$ cat src/rtl/pc_gen.sv
// ---------------------------------------------------------------------------
// pc_gen -- program counter generator with optional return-address stack.
//
// Every clock the registered fetch address moves to its next value. The
// sources, highest priority first, are:
//   exc_req -> EXC_VEC, eret -> epc, stall -> hold, branch -> pc + offset,
//   jump -> jump_addr, otherwise pc + 4.
// exc_req and eret act as a flush, so they win over stall. All address
// arithmetic wraps modulo 2^WIDTH.
//
// fetch_err is a combinational decode of pc. It is 1 when pc is not
// word-aligned or lies outside [IMEM_LO, IMEM_HI]. It has no effect on how
// pc is sequenced.
//
// Optional feature (macro PC_GEN_RAS_EN): a circular return-address stack
// with RAS_DEPTH entries. When the stack is full, a push overwrites the
// oldest entry and sets the sticky ras_ovf. When the macro is not defined,
// ras_top, ras_valid and ras_ovf are tied to 0 and ras_push/ras_pop are
// ignored.
//
// Ports
//   clk, rst_n        clock (posedge), asynchronous active-low reset
//   stall, branch, jump, exc_req, eret
//                     per-cycle PC control requests
//   ras_push, ras_pop return-address-stack requests
//   offset            branch offset
//   jump_addr         jump target
//   epc               exception return address
//   ras_push_data     link address to push
//   pc                registered fetch address
//   fetch_err         pc misaligned or outside the legal fetch range
//   ras_top           predicted return address (0 when the stack is empty)
//   ras_valid         stack is non-empty
//   ras_ovf           sticky flag: a push overwrote an entry
// ---------------------------------------------------------------------------
module pc_gen #(
  parameter int               WIDTH     = 32,
  parameter logic [WIDTH-1:0] RESET_VEC = WIDTH'(32'h0000_3000),
  parameter logic [WIDTH-1:0] EXC_VEC   = WIDTH'(32'h0000_4180),
  parameter logic [WIDTH-1:0] IMEM_LO   = WIDTH'(32'h0000_3000),
  parameter logic [WIDTH-1:0] IMEM_HI   = WIDTH'(32'h0000_6FFC),
  parameter int               RAS_DEPTH = 4
) (
  input  logic             clk,
  input  logic             rst_n,
  input  logic             stall,
  input  logic             branch,
  input  logic             jump,
  input  logic             exc_req,
  input  logic             eret,
  input  logic             ras_push,
  input  logic             ras_pop,
  input  logic [WIDTH-1:0] offset,
  input  logic [WIDTH-1:0] jump_addr,
  input  logic [WIDTH-1:0] epc,
  input  logic [WIDTH-1:0] ras_push_data,
  output logic [WIDTH-1:0] pc,
  output logic             fetch_err,
  output logic [WIDTH-1:0] ras_top,
  output logic             ras_valid,
  output logic             ras_ovf
);

  // -------------------------------------------------------------------------
  // PC sequencing
  // -------------------------------------------------------------------------
  logic [WIDTH-1:0] pc_next;

  // NOTE: combinational blocks assign a default first, so no path can leave
  // pc_next unassigned and infer a latch.
  always_comb begin
    pc_next = pc + WIDTH'(4);
    if (exc_req)     pc_next = EXC_VEC;
    else if (eret)   pc_next = epc;
    else if (stall)  pc_next = pc;
    else if (branch) pc_next = pc + offset;
    else if (jump)   pc_next = jump_addr;
  end

  // NOTE: sequential state uses non-blocking assignments only, so every
  // register samples the values from before the clock edge.
  always_ff @(posedge clk or negedge rst_n) begin
    if (!rst_n) pc <= RESET_VEC;
    else        pc <= pc_next;
  end

  assign fetch_err = (pc[1:0] != 2'b00) || (pc < IMEM_LO) || (pc > IMEM_HI);

`ifdef PC_GEN_RAS_EN
  // -------------------------------------------------------------------------
  // Return-address stack: circular buffer, top_q indexes the newest entry
  // -------------------------------------------------------------------------
  localparam int PTR_W = $clog2(RAS_DEPTH);
  localparam int CNT_W = $clog2(RAS_DEPTH + 1);
  localparam logic [PTR_W-1:0] PTR_LAST = PTR_W'(RAS_DEPTH - 1);
  localparam logic [CNT_W-1:0] CNT_MAX  = CNT_W'(RAS_DEPTH);

  logic [WIDTH-1:0] ras_mem [RAS_DEPTH];
  logic [PTR_W-1:0] top_q;
  logic [PTR_W-1:0] top_inc;
  logic [PTR_W-1:0] top_dec;
  logic [CNT_W-1:0] count_q;
  logic             ovf_q;
  logic             ras_en;
  logic             do_push;
  logic             do_pop;
  logic             do_replace;
  logic             wr_en;
  logic [PTR_W-1:0] wr_idx;

  // The pointer wraps explicitly, so RAS_DEPTH need not be a power of two.
  assign top_inc = (top_q == PTR_LAST) ? '0 : top_q + PTR_W'(1);
  assign top_dec = (top_q == '0) ? PTR_LAST : top_q - PTR_W'(1);

  // A stall freezes the stack unless an exception flushes the stall.
  assign ras_en = !stall || exc_req;

  // Push and pop in the same cycle replace the top entry. On an empty stack
  // the pop has nothing to cancel, so the pair behaves as a plain push.
  assign do_push    = ras_en && ras_push && (!ras_pop || count_q == '0);
  assign do_replace = ras_en && ras_push && ras_pop && count_q != '0;
  assign do_pop     = ras_en && ras_pop && !ras_push && count_q != '0;

  assign wr_en  = do_push || do_replace;
  assign wr_idx = do_push ? top_inc : top_q;

  // NOTE: the entry storage has no reset; count_q == 0 already marks every
  // entry invalid. The write is gated by rst_n so that an edge arriving
  // during reset does not leave a partial update behind.
  always_ff @(posedge clk) begin
    if (rst_n && wr_en) ras_mem[wr_idx] <= ras_push_data;
  end

  always_ff @(posedge clk or negedge rst_n) begin
    if (!rst_n) begin
      top_q   <= '0;
      count_q <= '0;
      ovf_q   <= 1'b0;
    end else if (do_push) begin
      // When the stack is full, top_inc lands on the oldest entry, so the
      // push overwrites it.
      top_q <= top_inc;
      if (count_q == CNT_MAX) ovf_q   <= 1'b1;
      else                    count_q <= count_q + CNT_W'(1);
    end else if (do_pop) begin
      top_q   <= top_dec;
      count_q <= count_q - CNT_W'(1);
    end
  end

  assign ras_valid = (count_q != '0);
  assign ras_top   = ras_valid ? ras_mem[top_q] : '0;
  assign ras_ovf   = ovf_q;
`else
  // With the stack compiled out, its request inputs are ignored.
  logic unused_ras;
  assign unused_ras = ^{ras_push, ras_pop, ras_push_data};

  assign ras_top   = '0;
  assign ras_valid = 1'b0;
  assign ras_ovf   = 1'b0;
`endif

endmodule

$ cat config.mk
export PLATFORM = sky130hd
export DESIGN_NAME = pc_gen
export DESIGN_NICKNAME = d
export VERILOG_FILES = /design/src/rtl/pc_gen.sv
export SDC_FILE = /design/constraint.sdc
export NUM_CORES = 1
export LEC_CHECK = 0
export ABC_AREA = 1
export ABC_CLOCK_PERIOD_IN_PS = 2140
export CAP_MARGIN = 20
export CORE_MARGIN = 5
export CORE_UTILIZATION = 30
export DETAILED_ROUTE_END_ITERATION = 8
export HOLD_SLACK_MARGIN = 0.06
export PLACE_DENSITY = 0.6
export SKIP_CTS_REPAIR_TIMING = 1
export SLEW_MARGIN = 20
export SYNTH_ARGS = -nofsm -noshare
export SYNTH_HDL_FRONTEND = slang
export SYNTH_SLANG_ARGS = --single-unit
$ cat constraint.sdc
create_clock -name clk -period 2.14 [get_ports clk]
set_input_delay 0.428 -clock clk [delete_from_list [all_inputs] [get_ports clk]]
set_output_delay 0.428 -clock clk [all_outputs]
set_load 0.02 [all_outputs]
==> impl_metrics.toml <==
[die]
die_y_um = 148
die-area_um2 = 21800
start_util_pct = 30.4
ios = 204
coreArea_um2 = 18700
die_w_um = 148
rows = 50

[drt]
drt_iter0_drc = 706
num_vias = 7717
avgViaCountPerCell = 4.91
wl_per_cell_um = 16.8
first_pass_iters = 5
drt_wl_total_um = 26400
drc_errors = 0
ant_nets = 0

[cells_and_area]
n_antenna_cell = 0
largest-register = "pc"
layout.nets = 1508
largest_register_ffs = 32
drive_above_1_share_pct = 27.8
largestRegisters = "pc x32"
area_growth_syn_to_layout_pct = 66.7
final_core_util_pct = 50.7

[place]
dp_hpwl_um = 21300
gp_congestion = 1.00
io_buffers = 135

[clock_tree]
cts-buffers-inserted = 5
cts_max_path_buffers = 2
cts_htree_levels = 2
cts_tree = "yes"
clk_pin_slew_ns = 0.06
worst_skew_pair.late_latency_ns = 0.28
clock_sinks = 32
root_buffer = "clkbuf_16"

[yosys]
synth-xor-area-share_pct = 2.16
synth.most_common_cell = "nand2_1"
seq_area_frac_synth_pct = 14.1
synth_top_area_share_pct = 26.4
ys_types = 45
synth_area_leaders = "nand2_1, dfrtp_1, inv_1"
synth-edff-count = 0
yosysTopAreaCell = "nand2_1"
synth_compound_area_share_pct = 12.1
postSynthCellCount = 1062
async_reset_ff_share_pct = 100
synthFlopType = "dfrtp_1"
synth_mux_area_share_pct = 0
ys_seq_elements = 32
synth_area_per_cell_um2 = 5.35
yosysWarnings = 0
synth_area_um2 = 5680
synth-adder-area-share_pct = 7.40
netlist_top_cells_count = "nand2_1, inv_1, nor2_1"
yosys.area_share.simple_pct = 47.1
synth_top_family_by_area = "simple AND/OR/NAND/NOR gates"

[pwr]
power_density_nw_per_um2 = 460
p_leak_nw = 4.92
total_power_mw = 4.36
ir_drop_uv = 262

[timing]
finClkSkew_ns = 0.00701
worstMarginPinSlew_ns = 0.559
grt_setup_unrepaired = "true"
fmax_ghz = 0.464
hold_viol = 0
setup_violations = 1
finalCritPeriodShare_pct = 101
slew_headroom_pct = 62.7
slew_violations = 0
setup_ws_ns = -0.0129
finalCriticalPeriod_ns = 2.15

[grt]
grt_pass1_wl_um = 38800
grt_pass1_vias = 7155
grt_overflow = 0
grt_max_degree = 39
antenna_found_initial = 0
gr-usage-all-layers_pct = 22.5

[setup_path]
crit_required_ns = 2.35
worstPathMaxFanout = 3
critical_path_class = "reg -> reg"
start_kind = "flip-flop"
worst_ep_arrival_time_ns = 2.36
cp-end-kind = "flip-flop"

[flow_run]
maxCapViolCount = 0

[hold_path]
worstHoldPathType = "in -> async"

[outcome]
outcome = "finished, violations left"
violations = "negative setup slack"
==> report_power, final <==
group	total (mW)	switching [mW]	internal, mW
registers	0.758	0.0861	0.672
logic	2.86	1.58	1.28
clock network	0.736	0.278	0.459
==> layout make-up <==
type,instances,area [um^2]
sequential,32,808
inverter,168,636
clock buffer,6,139
clock inverter,2,10.0
fill,1900,9230
timing repair buffer,289,2630
tap,234,293
multi-input combinational,842,4960
==> cells by family (layout without fill, tap and decap cells) <==
group | after synthesis | after routing
and+or+nand+nor | 637 | 637
buffers and inverters | 221 | 465
AOI/OAI and AO/OA | 124 | 124
adders and majority gates | 33 | 33
DFF | 32 | 32
xor gates and xnor gates | 14 | 14
other | 1 | 34
==> layout by cell type, fill, tap and decap left out, types with 5 or more instances in the layout <==
master,n
nor3_2,7
nand3_2,18
nor2_4,12
o21ai_0,18
a21oi_2,14
conb_1,34
dlymetal6s2s_1,25
nand2_4,6
a21oi_1,42
inv_2,16
o21ai_1,18
dfrtp_1,26
nand2_1,336
buf_6,6
nand2_2,62
nand4_1,14
nor2_1,89
ha_4,28
nand3_1,56
buf_4,144
clkdlybuf4s50_1,108
clkbuf_16,5
xnor2_1,5
o22ai_1,5
inv_1,149
nor2_2,16
xor2_1,7
nor3_1,10
==> metrics by stage <==
stage / hold slack (ns) / instances / cell area, um^2 / setup slack [ns] / TNS (ns)
finish: 0.581 / 1573 / 9480 / -0.0129 / -0.0129
floorplan: 0.132 / 1095 / 5810 / 0.0266 / 0
CTS: 0.591 / 1557 / 8330 / -0.471 / -5.58
detailed placement: 0.602 / 1549 / 8180 / -0.763 / -13.53
global route: 0.612 / 1573 / 9480 / -0.108 / -0.835
global placement: 0.601 / 1549 / 8180 / -0.765 / -12.42
==> worst paths after layout <==
kind	cells past startpoint	end	slack, ns	start
max	13	pc[14]$_DFFE_PN0P_	-0.01	pc[13]$_DFFE_PN1P_
max in group asynchronous	2	pc[12]$_DFFE_PN1P_	1.21	rst_n
max reg2reg	13	pc[14]$_DFFE_PN0P_	-0.01	pc[13]$_DFFE_PN1P_
min in group clk	3	pc[0]$_DFFE_PN0P_	0.61	branch
min	2	pc[3]$_DFFE_PN0P_	0.58	rst_n
min reg2reg	3	pc[26]$_DFFE_PN0P_	0.64	pc[26]$_DFFE_PN0P_
==> per-layer routing <==
| metal | wire (um) | track usage, % |
|---|---|---|
| met1 | 12100 | 32.6 |
| met2 | 12100 | 35.9 |
| met3 | 1880 | 2.79 |
| met4 | 412 | 4.24 |
| met5 | 0 | 0 |
==> critical path, cell delays in order (launching register included) <==
cell,delay [ns]
dfstp_2,0.63
ha_4,0.25
buf_6,0.12
nand2_2,0.06
nand2_2,0.08
inv_2,0.06
nand2_2,0.06
a21oi_2,0.13
nand2_2,0.12
xor2_1,0.17
nand2_1,0.14
nand2_1,0.09
nand2_1,0.06
a21oi_2,0.10
Power figures use the tool's default switching activity.
